[src/rtl/mem_bist_pkg.sv]
// Shared types and constants for the memory BIST master: FSM states,
// pattern selector codes and the checkerboard byte values.
package mem_bist_pkg;

    typedef enum logic [1:0] {
        IDLE  = 2'd0,
        WRITE = 2'd1,
        READ  = 2'd2,
        DONE  = 2'd3
    } state_t;

    localparam logic [1:0] PAT_ADDR     = 2'd0;
    localparam logic [1:0] PAT_INV_ADDR = 2'd1;
    localparam logic [1:0] PAT_CHECKER  = 2'd2;
    localparam logic [1:0] PAT_ONES     = 2'd3;

    localparam logic [7:0] CHECKER_EVEN = 8'h55;
    localparam logic [7:0] CHECKER_ODD  = 8'hAA;

endpackage

[src/rtl/mem_bist_patgen.sv]
// Combinational pattern generator: maps (pattern code, address) to the data
// word that belongs at that address. Used for both write data and compare.
module mem_bist_patgen
    import mem_bist_pkg::*;
#(
    parameter int WIDTH      = 8,
    parameter int ADDR_WIDTH = 4
) (
    input  logic [1:0]            pattern,
    input  logic [ADDR_WIDTH-1:0] addr,
    output logic [WIDTH-1:0]      data
);

    localparam int REPS = (WIDTH + 7) / 8;

    logic [REPS*8-1:0] even_word;
    logic [REPS*8-1:0] odd_word;
    logic [WIDTH-1:0]  addr_word;

    // Checker bytes are replicated up to the data width, then truncated.
    assign even_word = {REPS{CHECKER_EVEN}};
    assign odd_word  = {REPS{CHECKER_ODD}};
    assign addr_word = WIDTH'(addr);

    always_comb begin
        data = '1;
        case (pattern)
            PAT_ADDR:     data = addr_word;
            PAT_INV_ADDR: data = ~addr_word;
            PAT_CHECKER:  data = addr[0] ? odd_word[WIDTH-1:0] : even_word[WIDTH-1:0];
            default:      data = '1;
        endcase
    end

endmodule

[src/rtl/mem_bist_master.sv]
// BIST bus master: writes a generated pattern over an address window, reads it
// back and compares, with a handshake timeout guarding every request.
module mem_bist_master
    import mem_bist_pkg::*;
#(
    parameter int WIDTH      = 8,
    parameter int DEPTH      = 16,
    parameter int ADDR_WIDTH = $clog2(DEPTH),
    parameter int TIMEOUT    = 64
) (
    input  logic                  clk,
    input  logic                  rst,
    input  logic                  start,
    input  logic [1:0]            pattern,
    input  logic                  down,
    input  logic [ADDR_WIDTH-1:0] base,
    input  logic [ADDR_WIDTH:0]   count,
    output logic [ADDR_WIDTH-1:0] addr,
    output logic                  wr_rd,
    output logic [WIDTH-1:0]      w_data,
    output logic                  valid,
    input  logic                  ready,
    input  logic [WIDTH-1:0]      r_data,
    output logic                  busy,
    output logic                  done,
    output logic                  error,
    output logic                  timeout,
    output logic [ADDR_WIDTH:0]   err_count,
    output logic [ADDR_WIDTH-1:0] err_addr
);

    localparam int CW = ADDR_WIDTH + 1;
    localparam int TW = $clog2(TIMEOUT + 1);

    state_t state, state_next;

    logic [1:0]            pat_q;
    logic                  down_q;
    logic [ADDR_WIDTH-1:0] base_q;
    logic [CW-1:0]         count_q;
    logic [CW-1:0]         idx;
    logic [TW-1:0]         wait_cnt;

    logic                  accept;
    logic                  xfer;
    logic                  last;
    logic                  expire;
    logic                  mismatch;
    logic [ADDR_WIDTH-1:0] req_addr;
    logic [1:0]            req_pat;
    logic [WIDTH-1:0]      req_data;
    logic [WIDTH-1:0]      exp_data;

    // Window addresses wrap modulo DEPTH, which need not be a power of two.
    function automatic logic [ADDR_WIDTH-1:0] step_addr(input logic [ADDR_WIDTH-1:0] a,
                                                        input logic dn);
        if (dn)
            return (a == '0) ? ADDR_WIDTH'(DEPTH - 1) : a - ADDR_WIDTH'(1);
        else
            return (a == ADDR_WIDTH'(DEPTH - 1)) ? '0 : a + ADDR_WIDTH'(1);
    endfunction

    mem_bist_patgen #(.WIDTH(WIDTH), .ADDR_WIDTH(ADDR_WIDTH)) u_gen_req (
        .pattern (req_pat),
        .addr    (req_addr),
        .data    (req_data)
    );

    mem_bist_patgen #(.WIDTH(WIDTH), .ADDR_WIDTH(ADDR_WIDTH)) u_gen_cmp (
        .pattern (pat_q),
        .addr    (addr),
        .data    (exp_data)
    );

    always_comb begin
        accept     = (state == IDLE) && start;
        xfer       = valid && ready;
        last       = (idx == count_q - CW'(1));
        expire     = valid && !ready && (wait_cnt == TW'(TIMEOUT - 1));
        mismatch   = (state == READ) && xfer && (r_data != exp_data);
        req_pat    = accept ? pattern : pat_q;
        req_addr   = step_addr(addr, down_q);
        state_next = state;

        // The read pass restarts at base; the start edge uses the raw inputs.
        if (accept)
            req_addr = base;
        else if ((state == WRITE) && last)
            req_addr = base_q;

        case (state)
            IDLE:  if (start) state_next = (count == '0) ? DONE : WRITE;
            WRITE: if (expire) state_next = DONE;
                   else if (xfer && last) state_next = READ;
            READ:  if (expire || (xfer && last)) state_next = DONE;
            DONE:  state_next = IDLE;
            default: state_next = IDLE;
        endcase
    end

    assign busy = (state == WRITE) || (state == READ);
    assign done = (state == DONE);

    always_ff @(posedge clk or posedge rst) begin
        if (rst) begin
            state     <= IDLE;
            pat_q     <= '0;
            down_q    <= 1'b0;
            base_q    <= '0;
            count_q   <= '0;
            idx       <= '0;
            wait_cnt  <= '0;
            addr      <= '0;
            wr_rd     <= 1'b0;
            w_data    <= '0;
            valid     <= 1'b0;
            error     <= 1'b0;
            timeout   <= 1'b0;
            err_count <= '0;
            err_addr  <= '0;
        end else begin
            state <= state_next;
            if (accept) begin
                pat_q     <= pattern;
                down_q    <= down;
                base_q    <= base;
                count_q   <= count;
                idx       <= '0;
                wait_cnt  <= '0;
                error     <= 1'b0;
                timeout   <= 1'b0;
                err_count <= '0;
                err_addr  <= '0;
                if (count != '0) begin
                    valid  <= 1'b1;
                    wr_rd  <= 1'b1;
                    addr   <= req_addr;
                    w_data <= req_data;
                end
            end else if (expire) begin
                valid   <= 1'b0;
                timeout <= 1'b1;
                error   <= 1'b1;
            end else if (xfer) begin
                wait_cnt <= '0;
                if (mismatch) begin
                    error <= 1'b1;
                    if (err_count != '1)
                        err_count <= err_count + CW'(1);
                    if (err_count == '0)
                        err_addr <= addr;
                end
                if (last) begin
                    idx <= '0;
                    if (state == WRITE) begin
                        wr_rd  <= 1'b0;
                        addr   <= req_addr;
                        w_data <= req_data;
                    end else begin
                        valid <= 1'b0;
                    end
                end else begin
                    idx    <= idx + CW'(1);
                    addr   <= req_addr;
                    w_data <= req_data;
                end
            end else if (valid) begin
                wait_cnt <= wait_cnt + TW'(1);
            end
        end
    end

endmodule
[config.mk]
export PLATFORM = sky130hd
export DESIGN_NAME = mem_bist_master
export DESIGN_NICKNAME = d
export VERILOG_FILES = /design/src/rtl/mem_bist_pkg.sv /design/src/rtl/mem_bist_patgen.sv /design/src/rtl/mem_bist_master.sv
export SDC_FILE = /design/constraint.sdc
export NUM_CORES = 1
export LEC_CHECK = 0
export ABC_CLOCK_PERIOD_IN_PS = 6600
export BUFFER_PORTS_ARGS = -buffer_cell sky130_fd_sc_hd__buf_4
export CAP_MARGIN = 20
export CELL_PAD_IN_SITES_DETAIL_PLACEMENT = 0
export CELL_PAD_IN_SITES_GLOBAL_PLACEMENT = 2
export CORE_MARGIN = 5
export CORE_UTILIZATION = 37
export DETAILED_ROUTE_END_ITERATION = 10
export GPL_TIMING_DRIVEN = 0
export PLACE_DENSITY = 0.95
export SYNTH_ARGS = -nofsm -noshare
export SYNTH_HDL_FRONTEND = slang
export SYNTH_SLANG_ARGS = --single-unit
[constraint.sdc]
create_clock -name clk -period 6.6 [get_ports clk]
set_input_delay 1.32 -clock clk [delete_from_list [all_inputs] [get_ports clk]]
set_output_delay 1.32 -clock clk [all_outputs]
set_load 0.005 [all_outputs]
==> flow_summary.yaml <==
detailed_routing:
  dr.pass1.iters: 4
  via_per_inst: 5.18
  wl_per_cell_um: 14.6
  wl_mm: 7.24
  ant_nets: 0
  drc_errors: 0
  first_iter_violations: 138
  vias: 2560
synthesis:
  synth.top_cells.by_count: "49 x dfrtp_1, 45 x nand2_1, 30 x nor2_1, 30 x o21ai_0, 20 x a21oi_1"
  synthesis.nets: 370
  synthArstFlopShare: 1.00
  synthFlopType: "dfrtp_1"
  seq_area_frac_synth: 0.415
  ys_seq_elements: 49
  yosysUniqueCellTypes: 52
  synthTopCellsByArea: "dfrtp_1 42%, ha_1 5.9%, nand2_1 5.7%"
  syn_area_um2: 2950
  yosysTopAreaCellShare: 0.415
  synth.most_common_cell: "dfrtp_1"
  synth_edf_count: 0
  syn_avg_cell_area_um2: 8.90
  yosysWarningCount: 0
  yosysTopAreaCell: "dfrtp_1"
  synth_cells: 332
setup_path:
  cp_slowest_cell: "mux2i_1"
  path_cells: "buf_4, and2_1, clkbuf_1, mux2i_1, inv_1, nor2_1, o21ai_0, o41a_1, mux2i_1, o21ai_0"
  critPathMaxFanout: 7
  worstSetupPathType: "in -> reg"
  worst_path_largest_cell_delay_ns: 0.60
  worstPathRequired_ns: 6.78
  rr_startpoint: "state[0]"
  crit_path_start_kind: "primary input"
  crit_start: "start"
  crit_arrival_ns: 3.30
  critPathCaptureType: "register"
final_layout:
  fin_cells: 494
  fillers: 803
  postLayoutCellArea_um2: 3600
  nNetsFinal: 429
  diodes: 0
  drive_gt1_frac: 0.184
  final_core_util: 0.464
  area_growth_pct: 21.9
floorplanning:
  die_y_um: 99.4
  die_area_um2: 9870
  rows: 32
  die_w_um: 99.4
  core-area_um2: 7770
  initial_utilization: 0.380
  ioPinCount: 51
place:
  gp_congestion: 0.819
  io_buffers: 50
  dp_hpwl_mm: 5.55
  dpl_cell_area_um2: 3480
  place_inst: 485
pwr:
  powerDensity_nw_per_um2: 154
  peakVddDrop_uv: 113
  power_leakage_nw: 1.75
global_routing:
  grtUsageTotal: 0.151
  antenna_found_initial: 0
  busiest_layer: "met2"
  grt_pass1_wl_mm: 12.2
  grt_pass1_vias: 2494
  met3_usage: 0.0323
  grt.overflow.total: 0
  use_met1: 0.216
  met2_usage: 0.233
  grt_max_degree: 36
clock_tree:
  clk_latency_ns: 0.31
  ctsResizeCount: 0
  clock-sinks: 49
  cts.clk_slew.worst_paths_ns: 0.09
  htree_levels: 2
  cts_buffer_depth: 2
  numCtsBuffers: 5
  cts_tree: "done"
  postCtsSetupRepairBufs: 0
  ctsRootBufferMaster: "clkbuf_8"
  hold_buffers: 0
timing:
  worstMarginPinSlew_ns: 0.628
  grt_setup_unrepaired: "no"
  max_freq_mhz: 321
  slew_violations: 0
  clock_skew_ns: 0.00875
  hold_viol_final: 0
  setup_viol: 0
  tns_ns: 0
  period_needed_ns: 3.12
  fin_crit_sh: 0.473
  slew_headroom: 0.569
hold_path:
  min_path_type: "reg -> reg"
  min_from: "base_q[1]"
run_status:
  status: "completed"
flow_run:
  cap_violations: 0
## layout by cell type (no fill, tap or decap), types with 7 or more instances in the layout
| master | synthesis | routed |
|---|---|---|
| buf_4 | 3 | 53 |
| dfrtp_1 | 49 | 49 |
| nand2_1 | 45 | 45 |
| nor2_1 | 30 | 30 |
| o21ai_0 | 30 | 30 |
| a21oi_1 | 20 | 20 |
| inv_1 | 18 | 17 |
| ha_1 | 14 | 14 |
| xor2_1 | 12 | 12 |
| nand3_1 | 12 | 12 |
| xnor2_1 | 10 | 10 |
| clkbuf_1 | 10 | 10 |
| mux2i_1 | 9 | 9 |
| o31ai_1 | 7 | 7 |
## stage by stage
| step | hold slack, ns | total power [mW] | setup slack (ns) |
|---|---|---|---|
| 2_1_floorplan | 0.438 | 0.314 | 3.67 |
| 3_3_place_gp | 0.451 | 0.329 | 3.16 |
| 3_5_place_dp | 0.457 | 0.331 | 3.19 |
| 4_1_cts | 0.479 | 0.560 | 3.49 |
| 5_1_grt | 0.519 | 0.577 | 3.27 |
| 6_report | 0.479 | 0.553 | 3.48 |
## power by group
group	switching, mW	leakage [nW]	internal (mW)	total [mW]
clock network	0.105	0.0574	0.123	0.229
registers	0	0.648	0.300	0.300
logic	0.0126	1.05	0.0118	0.0244
total	0.118	1.75	0.435	0.553
## worst paths after layout
| check | slack [ns] | to | cells past startpoint |
|---|---|---|---|
| setup / recovery | 3.48 | w_data[2] | 10 |
| hold / removal | 0.48 | base_q[1] | 2 |
| setup reg to reg | 3.82 | w_data[2] | 11 |
| hold reg to reg | 0.48 | base_q[1] | 2 |
| max in group asynchronous | 5.10 | wait_cnt[1] | 3 |
| min in group asynchronous | 0.98 | wait_cnt[6] | 2 |
## worst max-delay path: cells and delay by family
| kind | cells | cell delay [ns] |
|---|---|---|
| buffers and inverters | 3 | 0.61 |
| and+or+nand+nor | 2 | 0.28 |
| AOI/OAI and AO/OA | 3 | 0.33 |
| muxes | 2 | 0.75 |
## state kept, by name (all words and copies together), names as in the netlist
| register | cells |
|---|---|
| addr | 4 |
| base_q | 4 |
| count_q | 5 |
| down_q | 1 |
| err_addr | 4 |
| err_count | 5 |
| error | 1 |
| idx | 5 |
| pat_q | 2 |
| state | 2 |
| timeout | 1 |
| valid | 1 |
| w_data | 6 |
| wait_cnt | 7 |
| wr_rd | 1 |
## final cells by class
type,instances,area (um2),share of cell area
multi-input combinational,250,1590,0.442
clock inverter,2,37.5,0.0104
clock buffer,6,82.6,0.0229
timing repair buffer,52,400,0.111
sequential,49,1230,0.340
inverter,18,67.6,0.0188
buffer,15,68.8,0.0191
tap,102,128,0.0354
## per-layer routing
layer / vias up / routed length [um]
li1: 1284 / -
met1: 1211 / 3630
met2: 56 / 3230
met3: 9 / 307
met4: 0 / 63
met5: - / 0
## logic make-up (layout without fill, tap and decap cells)
family	Yosys count	in the layout	share of synthesized area
and+or+nand+nor	116	116	0.185
adders and majority gates	14	14	0.0593
AOI/OAI and AO/OA	89	89	0.199
buffers and inverters	33	93	0.0462
DFF	49	49	0.415
xor gates and xnor gates	22	22	0.0652
muxes	9	9	0.0305
Note: power is estimated with default switching activity, not from simulation.
